`config.mk`:
```
export PLATFORM = sky130hd
export DESIGN_NAME = imem_boot_loader
export DESIGN_NICKNAME = d
export VERILOG_FILES = /design/src/rtl/imem_boot_loader.sv
export SDC_FILE = /design/constraint.sdc
export NUM_CORES = 1
export LEC_CHECK = 0
export CAP_MARGIN = 10
export CORE_MARGIN = 2
export CORE_UTILIZATION = 59
export CTS_BUF_LIST = sky130_fd_sc_hd__clkbuf_8
export CTS_CLUSTER_DIAMETER = 30
export CTS_CLUSTER_SIZE = 8
export DETAILED_ROUTE_END_ITERATION = 7
export PLACE_DENSITY = 0.82
export SETUP_SLACK_MARGIN = 0.1
export SLEW_MARGIN = 10
export SYNTH_ARGS = -nofsm -noshare
export SYNTH_HDL_FRONTEND = slang
export SYNTH_SLANG_ARGS = --single-unit
```
`constraint.sdc`:
```
create_clock -name clk -period 2.95 [get_ports clk]
set_clock_uncertainty 0.1 [all_clocks]
set_input_delay 0.4425 -clock clk [delete_from_list [all_inputs] [get_ports clk]]
set_output_delay 0.4425 -clock clk [all_outputs]
set_load 0.01 [all_outputs]
```
`src/rtl/imem_boot_loader.sv`:
```
// imem_boot_loader
// Turns the UART byte stream into imem writes. A frame is a little-endian
// word count, that many instruction words, then a 32-bit sum of those words.
// The core is held in reset until a complete image has been written and its
// checksum has matched.
//
// state    | meaning
// ---------+------------------------------------------------------------
// GET_LEN  | collecting the 4-byte word count N
// GET_DATA | collecting data words; each completed word is written to imem
// GET_SUM  | collecting the 4-byte checksum
// DONE     | image verified, core released, further bytes ignored
// ERROR    | bad length or checksum, core held, only reset leaves
module imem_boot_loader #(
    parameter int          MAX_WORDS      = 4096,
    parameter logic [31:0] BASE_ADDR      = 32'h0,
    parameter int          TIMEOUT_CYCLES = 1_000_000
) (
    input  logic        clk,
    input  logic        reset,
    input  logic [7:0]  rx_data,
    input  logic        rx_valid,
    output logic        InstWrite,
    output logic [31:0] WriteInst,
    output logic [31:0] WriteAdress,
    output logic        core_reset,
    output logic        load_done,
    output logic        load_error,
    output logic [12:0] words_loaded
);

    // The idle timer is a down-counter reloaded on every accepted byte; the
    // abort fires when it is already at zero on an idle cycle.
    localparam int                TMR_W    = (TIMEOUT_CYCLES > 1) ? $clog2(TIMEOUT_CYCLES) : 1;
    localparam logic [TMR_W-1:0] TMR_LOAD = TMR_W'(TIMEOUT_CYCLES - 1);
    localparam logic [31:0]       MAX_W32  = 32'(MAX_WORDS);

    typedef enum logic [2:0] {
        GET_LEN  = 3'd0,
        GET_DATA = 3'd1,
        GET_SUM  = 3'd2,
        DONE     = 3'd3,
        ERROR    = 3'd4
    } state_t;

    state_t            state_q, state_d;
    logic [1:0]        byte_cnt_q, byte_cnt_d;
    logic [23:0]       shift_q, shift_d;
    logic [31:0]       len_q, len_d;
    logic [31:0]       sum_q, sum_d;
    logic              inst_write_q, inst_write_d;
    logic [31:0]       write_inst_q, write_inst_d;
    logic [31:0]       write_addr_q, write_addr_d;
    logic              core_reset_q, core_reset_d;
    logic              load_done_q, load_done_d;
    logic              load_error_q, load_error_d;
    logic [12:0]       words_q, words_d;
    logic [TMR_W-1:0]  timer_q, timer_d;
    logic              active_q, active_d;

    logic              in_frame;
    logic              last_byte;
    logic [31:0]       word_w;

    // Frame parser, word assembly, imem write generation and idle timeout.
    always_comb begin
        state_d      = state_q;
        byte_cnt_d   = byte_cnt_q;
        shift_d      = shift_q;
        len_d        = len_q;
        sum_d        = sum_q;
        inst_write_d = 1'b0;
        write_inst_d = write_inst_q;
        write_addr_d = write_addr_q;
        core_reset_d = core_reset_q;
        load_done_d  = load_done_q;
        load_error_d = load_error_q;
        words_d      = words_q;
        timer_d      = timer_q;
        active_d     = active_q;

        in_frame  = (state_q == GET_LEN) || (state_q == GET_DATA) || (state_q == GET_SUM);
        last_byte = (byte_cnt_q == 2'd3);
        // Bytes arrive LSB first, so the newest byte lands in the top lane.
        word_w    = {rx_data, shift_q};

        if (in_frame && rx_valid) begin
            byte_cnt_d = byte_cnt_q + 2'd1;
            shift_d    = word_w[31:8];
            timer_d    = TMR_LOAD;
            active_d   = 1'b1;

            if (last_byte) begin
                case (state_q)
                    GET_LEN: begin
                        len_d = word_w;
                        if ((word_w == 32'd0) || (word_w > MAX_W32)) begin
                            state_d      = ERROR;
                            load_error_d = 1'b1;
                        end else begin
                            state_d = GET_DATA;
                        end
                    end
                    GET_DATA: begin
                        inst_write_d = 1'b1;
                        write_inst_d = word_w;
                        write_addr_d = BASE_ADDR + {17'd0, words_q, 2'b00};
                        words_d      = words_q + 13'd1;
                        sum_d        = sum_q + word_w;
                        if (({19'd0, words_q} + 32'd1) == len_q) begin
                            state_d = GET_SUM;
                        end
                    end
                    GET_SUM: begin
                        if (word_w == sum_q) begin
                            state_d      = DONE;
                            load_done_d  = 1'b1;
                            core_reset_d = 1'b0;
                        end else begin
                            state_d      = ERROR;
                            load_error_d = 1'b1;
                        end
                    end
                    default: begin
                        state_d = state_q;
                    end
                endcase
            end
        end else if (in_frame && active_q) begin
            // Abandon a stalled frame; words already written stay in imem.
            if (timer_q == '0) begin
                state_d    = GET_LEN;
                byte_cnt_d = 2'd0;
                words_d    = 13'd0;
                sum_d      = 32'd0;
                active_d   = 1'b0;
            end else begin
                timer_d = timer_q - TMR_W'(1);
            end
        end
    end

    // State and output registers; reset takes priority over any incoming byte.
    always_ff @(posedge clk) begin
        if (reset) begin
            state_q      <= GET_LEN;
            byte_cnt_q   <= 2'd0;
            shift_q      <= 24'd0;
            len_q        <= 32'd0;
            sum_q        <= 32'd0;
            inst_write_q <= 1'b0;
            write_inst_q <= 32'd0;
            write_addr_q <= BASE_ADDR;
            core_reset_q <= 1'b1;
            load_done_q  <= 1'b0;
            load_error_q <= 1'b0;
            words_q      <= 13'd0;
            timer_q      <= TMR_LOAD;
            active_q     <= 1'b0;
        end else begin
            state_q      <= state_d;
            byte_cnt_q   <= byte_cnt_d;
            shift_q      <= shift_d;
            len_q        <= len_d;
            sum_q        <= sum_d;
            inst_write_q <= inst_write_d;
            write_inst_q <= write_inst_d;
            write_addr_q <= write_addr_d;
            core_reset_q <= core_reset_d;
            load_done_q  <= load_done_d;
            load_error_q <= load_error_d;
            words_q      <= words_d;
            timer_q      <= timer_d;
            active_q     <= active_d;
        end
    end

    assign InstWrite    = inst_write_q;
    assign WriteInst    = write_inst_q;
    assign WriteAdress  = write_addr_q;
    assign core_reset   = core_reset_q;
    assign load_done    = load_done_q;
    assign load_error   = load_error_q;
    assign words_loaded = words_q;

endmodule
```
=== Word-level counts from Yosys, hierarchy flattened ===
Index checks and enable logic that the tools add are counted.

* Flip-flop bits (word level): 176
* Input port bits: 11
* Word-level logic and storage cells: 83

* $add $sub $neg: 5
* $lt $le $gt $ge: 1
* Equal/unequal tests: 11
* Mux-type cells: 28
* Bitwise operators: 3
* Reductions and logical operators: 21

{| class="wikitable"
|+ Operator list
! cell !! count
|-
| $mux W32 || 5
|-
| $mux W13 || 5
|-
| $add A32 B32 Y32 || 1
|-
| $eq A14 B32 Y1 || 1
|-
| $eq A32 B32 Y1 || 1
|-
| $gt A32 B13 Y1 const B || 1
|-
| $logic_not A32 Y1 || 1
|-
| $mux W3 || 7
|-
| $logic_not A20 Y1 || 1
|-
| $sub A20 B1 Y20 const B || 1
|-
| $add A13 B1 Y14 const B || 1
|-
| $add A13 B1 Y13 const B || 1
|-
| $reduce_and A5 Y1 || 2
|-
| $pmux W3 S3 || 1
|-
| $reduce_and A4 Y1 || 2
|-
| $mux W1 || 6
|-
| $mux W2 || 3
|-
| $ne A2 B2 Y1 const B || 3
|-
| $reduce_and A3 Y1 || 2
|-
| $reduce_bool A2 Y1 || 3
|-
| $ne A4 B4 Y1 const B || 1
|-
| $reduce_and A2 Y1 || 2
|-
| $eq A3 B1 Y1 const B || 1
|-
| $eq A3 B2 Y1 const B || 1
|-
| 11 further kinds || 16
|}

=== Longest topological paths before layout ===
* Depth after elaboration: 6
* Depth in mapped cells: 11

=== Worst setup path after synthesis ===
Ideal clock, no wire load.

* Kind: register -> register
* Start point: register shift_q[0]
* End point: register sum_q[20]
* Arrival time: 2.483 ns
* Path slack: 0.250 ns
* Stages on the path, launching flop included: 11
* Buffers on the path: 0
* Clock period less this slack: 2.700 ns
* Path through: dfxtp_1 > ha_1 > fa_1 > a211oi_1 > or4_1 > and4b_1 > o31ai_1 > nand3_1 > o21bai_1 > xor2_1 > a22o_1

* Longest elaborated chain between the ends: 4

{| class="wikitable"
|+ Ends and longest elaborated chain
! element !! line !! source
|-
| start, declared || 48 || <nowiki>logic [23:0] shift_q, shift_d;</nowiki>
|-
| start signal, assigned || 163 || <nowiki>shift_q <= shift_d;</nowiki>
|-
| $add A32 B32 Y32 || 109 || <nowiki>sum_d = sum_q + word_w;</nowiki>
|-
| $mux W32 || 94 || <nowiki>case (state_q)</nowiki>
|-
| $mux W32 || 93 || <nowiki>if (last_byte) begin</nowiki>
|-
| $mux W32 || 87 || <nowiki>if (in_frame && rx_valid) begin</nowiki>
|-
| end signal, assigned || 165 || <nowiki>sum_q <= sum_d;</nowiki>
|-
| end, declared || 50 || <nowiki>logic [31:0] sum_q, sum_d;</nowiki>
|}

No other way between the ends. The select of a mux whose other input is x is not followed.
A chain may end at the register's enable or synchronous reset.

=== Final worst setup path ===
* Start point: register sum_q[0]
* End point: register sum_q[28]

* Longest elaborated chain between the ends: 4

{| class="wikitable"
|+ Ends and longest elaborated chain
! element !! line
|-
| $add A32 B32 Y32 || 109
|-
| $mux W32 || 94
|-
| $mux W32 || 93
|-
| $mux W32 || 87
|}

No other way between the ends. The select of a mux whose other input is x is not followed.

==> summary.md <==
| Metric | Value |
|---|---|
| Power, Total | `4.32 mW` |
| Post-Synth Adder-Cell Area | `0.0505` |
| CP Capture Type | `flop` |
| Comb pwr share | `0.066` |
| Worst rel slew slack | `0.419` |
| Final Hold Viols | `0` |
| Clk_lat worst skew | `around 0.48 ns` |
| Routed Antenna Nets | `0` |
| DR vias/cell | `a little under 6` |
| DIE AREA | `approximately 16000 um^2` |
| Clock tree buffer depth | `2` |
| Xor and xnor area share after synthesis | `0.0596` |
| Post-synthesis simple-gate area fraction | `0.233` |
| Status | `finished clean` |
| Synth Instances | `between 1k and 1.5k` |
| Pleak | `3.99 nW` |
| Worst path required time | `3.26 ns` |
| Number of global-route vias before repair | `roughly 7.6k` |
| Worst-Margin Slew | `~0.87 ns` |
| Clk sinks | `~180` |
| Drt first pass iters | `5` |
| Initial Utilization | `0.605` |
| Compound-Gate Fraction of Synth Area | `0.196` |
| Area of the multi-input gates | `4990 um^2` |
| Post-Syn Area | `8820 um^2` |
| Clk slew on worst S/H paths | `0.09 ns` |
| Synth cell types | `67` |
| Leading area contributor after synthesis | `dfxtp_1` |
| Post-synth ARST share | `0` |
| Core Rows | `44` |
| Total grt overflow | `0` |
| Reg2Reg Depth | `10` |
| Hold Crit Depth | `2` |
| Ranking of synthesized cells by area | `dfxtp_1 40%, nand2_1 11%, a21oi_1 8.3%` |
| Ports | `92` |
| Max-slew violation count | `0` |
| H-tree levels | `4` |
| PwrDens | `between 400 and 500 nW/um^2` |
| Post-synthesis mux area share | `0.00695` |
| Fill cells | `1193` |
| DRC errors left | `0` |
| P_int | `about 3.2 mW` |
| WL/cell | `17.2 um` |
| Power share of the clock group | `0.377` |
| Yosys reg bits | `roughly 180` |
| Critical path peak fanout | `3` |
| Max IR drop VDD | `253 uV` |
| Startpoint Class | `flop` |
| Sw Pwr | `approximately 1.1 mW` |
| Top FF cell, synth | `dfxtp_1` |
| Cts bufs inserted | `17` |
| Largest net degree at the start of global routing | `71` |
| Core Area | `14600 um^2` |
| Synth Warn # | `0` |
| Fmax | `~0.35 GHz` |
| Port Buffers | `72` |
| Die Span Y | `about 130 um` |
| # nets final | `between 1k and 1.5k` |
| Seq. cell area | `~3500 um^2` |
| Syn Area/Cell | `7.88 um^2` |
| Max cap viols | `0` |
| Antenna Cells | `0` |
| WHS | `around 0.26 ns` |
| Tot GR Track Use | `0.297` |
| Final setup violation count | `0` |
| Crit path DAT | `between 3 and 4 ns` |
| RSZ-0062 raised after global routing | `yes` |
| Die span in x | `roughly 130 um` |
| Routability cong. | `just under 1` |
| P&R area growth vs syn | `18.3%` |
| Global-route wire length before repair | `approximately 38000 um` |
| Post-synth top area share | `0.399` |
| Period utilization | `0.957` |
| Combinational family with the most area after synthesis | `simple AND/OR/NAND/NOR gates` |
| DP HPWL | `approximately 17000 um` |
| Register share of total power | `0.557` |
| Initial antenna violation count | `0` |
| Top cells by count, synth | `260 x nand2_1, 176 x dfxtp_1, 147 x a21oi_1, 56 x clkbuf_1, 51 x nor2_1` |
| Worst hold path type | `in2reg` |
| Sequential area share after synthesis | `0.399` |
| Via count | `approximately 8.3k` |
| 1st-iter DRT viols | `672` |
| Cell with the most instances after synthesis | `nand2_1` |
| WL final | `approximately 24000 um` |
| Post-synth EDFFs | `0` |
| Sw Share | `0.262` |
| Setup TNS | `0 ns` |
| Crit path time final | `2.82 ns` |
| Root Buffer | `clkbuf_8` |
| Kind of critical path | `reg2reg` |
| CTS tree | `yes` |
| Share of cells above drive strength 1 | `0.116` |
## stage by stage
stage,utilization,instance area [um^2],instances,setup WS [ns]
2_1_floorplan,-,8890,1138,0.250
3_3_place_gp,0.678,9900,1369,0.107
3_5_place_dp,0.678,9900,1369,0.0698
4_1_cts,0.705,10300,1401,0.103
5_1_grt,0.716,10400,1410,0.0251
6_report,0.716,10400,1410,0.127
## power by group through the flow
stage          combinational [mW]  clock [mW]  sequential (mW)
6_report                    0.286        1.63             2.41
5_1_grt                     0.305        1.73             2.41
4_1_cts                     0.275        1.63             2.41
3_5_place_dp                0.273           0             2.46
3_3_place_gp                0.272           0             2.46
2_1_floorplan               0.171           0             2.46
## layout make-up
type,count,share of cell area
clock buffers,18,0.0237
clock inverters,14,0.0123
inverters,14,0.00503
multi-input cells,860,0.478
flip-flops and latches,176,0.338
well taps,184,0.0221
repair buffers,144,0.121
## critical path, stage by stage, from the launching register on
cell and delay, ns:
dfxtp_2 0.36, ha_4 0.14, fa_2 0.21, a211oi_2 0.09, or4_4 0.49, and4b_2 0.25, o31a_1 0.37, o31ai_4 0.31
a31oi_1 0.14, xor2_1 0.16, o21ai_1 0.13
## per-layer routing
metal,vias up,share of wire,track usage
li1,4048,-,-
met1,3902,0.43,0.394
met2,330,0.47,0.489
met3,45,0.073,0.0582
met4,0,0.024,0.0989
met5,-,0,0
## layout by cell type, fill, tap and decap left out, types with 4 or more instances in the layout
master / instances
a22oi_1: 11
and2_1: 7
and3_1: 17
xor2_1: 27
o31ai_1: 8
o21ai_1: 21
buf_4: 73
conb_1: 19
nor3_1: 14
a31oi_1: 7
nand4_1: 10
or3_1: 5
o21a_1: 4
xnor2_1: 33
nand2_1: 259
nor3b_1: 4
clkdlybuf4s50_1: 71
inv_1: 13
nand3b_1: 4
inv_6: 4
o211ai_1: 5
dfxtp_2: 5
nor2b_1: 7
nor2_1: 51
ha_1: 29
a21oi_1: 147
clkbuf_8: 18
dfxtp_1: 171
nand3_1: 26
clkinv_2: 4
o21ai_0: 33
o21bai_1: 4
nor4_1: 22
nand2b_1: 5
a21o_1: 18
mux2i_1: 5
a22o_1: 7
## final timing paths
kind,startpoint,end,slack [ns]
min reg2reg,WriteAdress[3],WriteAdress[3],0.36
max reg2reg,sum_q[0],sum_q[28],0.13
min,reset,sum_q[21],0.26
max,sum_q[0],sum_q[28],0.13
## registers in the layout (all words and copies together), names as in the netlist
signal and cells:
len_q 32, InstWrite 1, load_done 1, WriteAdress 13, core_reset 1, state_q 3, byte_cnt_q 2, sum_q 32
words_loaded 13, timer_q 20, active_q 1, load_error 1, WriteInst 32, shift_q 24
## logic make-up (layout without fill, tap and decap cells)
group / count (synthesis) / after routing
buf+inv: 103 / 190
other cells: 1 / 19
simple gates: 448 / 449
fa+ha+maj: 35 / 35
mux: 6 / 6
xor+xnor: 60 / 60
flops: 176 / 176
compound gates: 291 / 291
## timing repair
item	CTS	global route
pin swaps	2	9
buffers inserted	0	8
hold buffers	0	0
gates cloned	0	1
setup endpoints to repair	4	15
gates resized for setup	4	23
No activity file was read; power rests on OpenSTA's default activity.
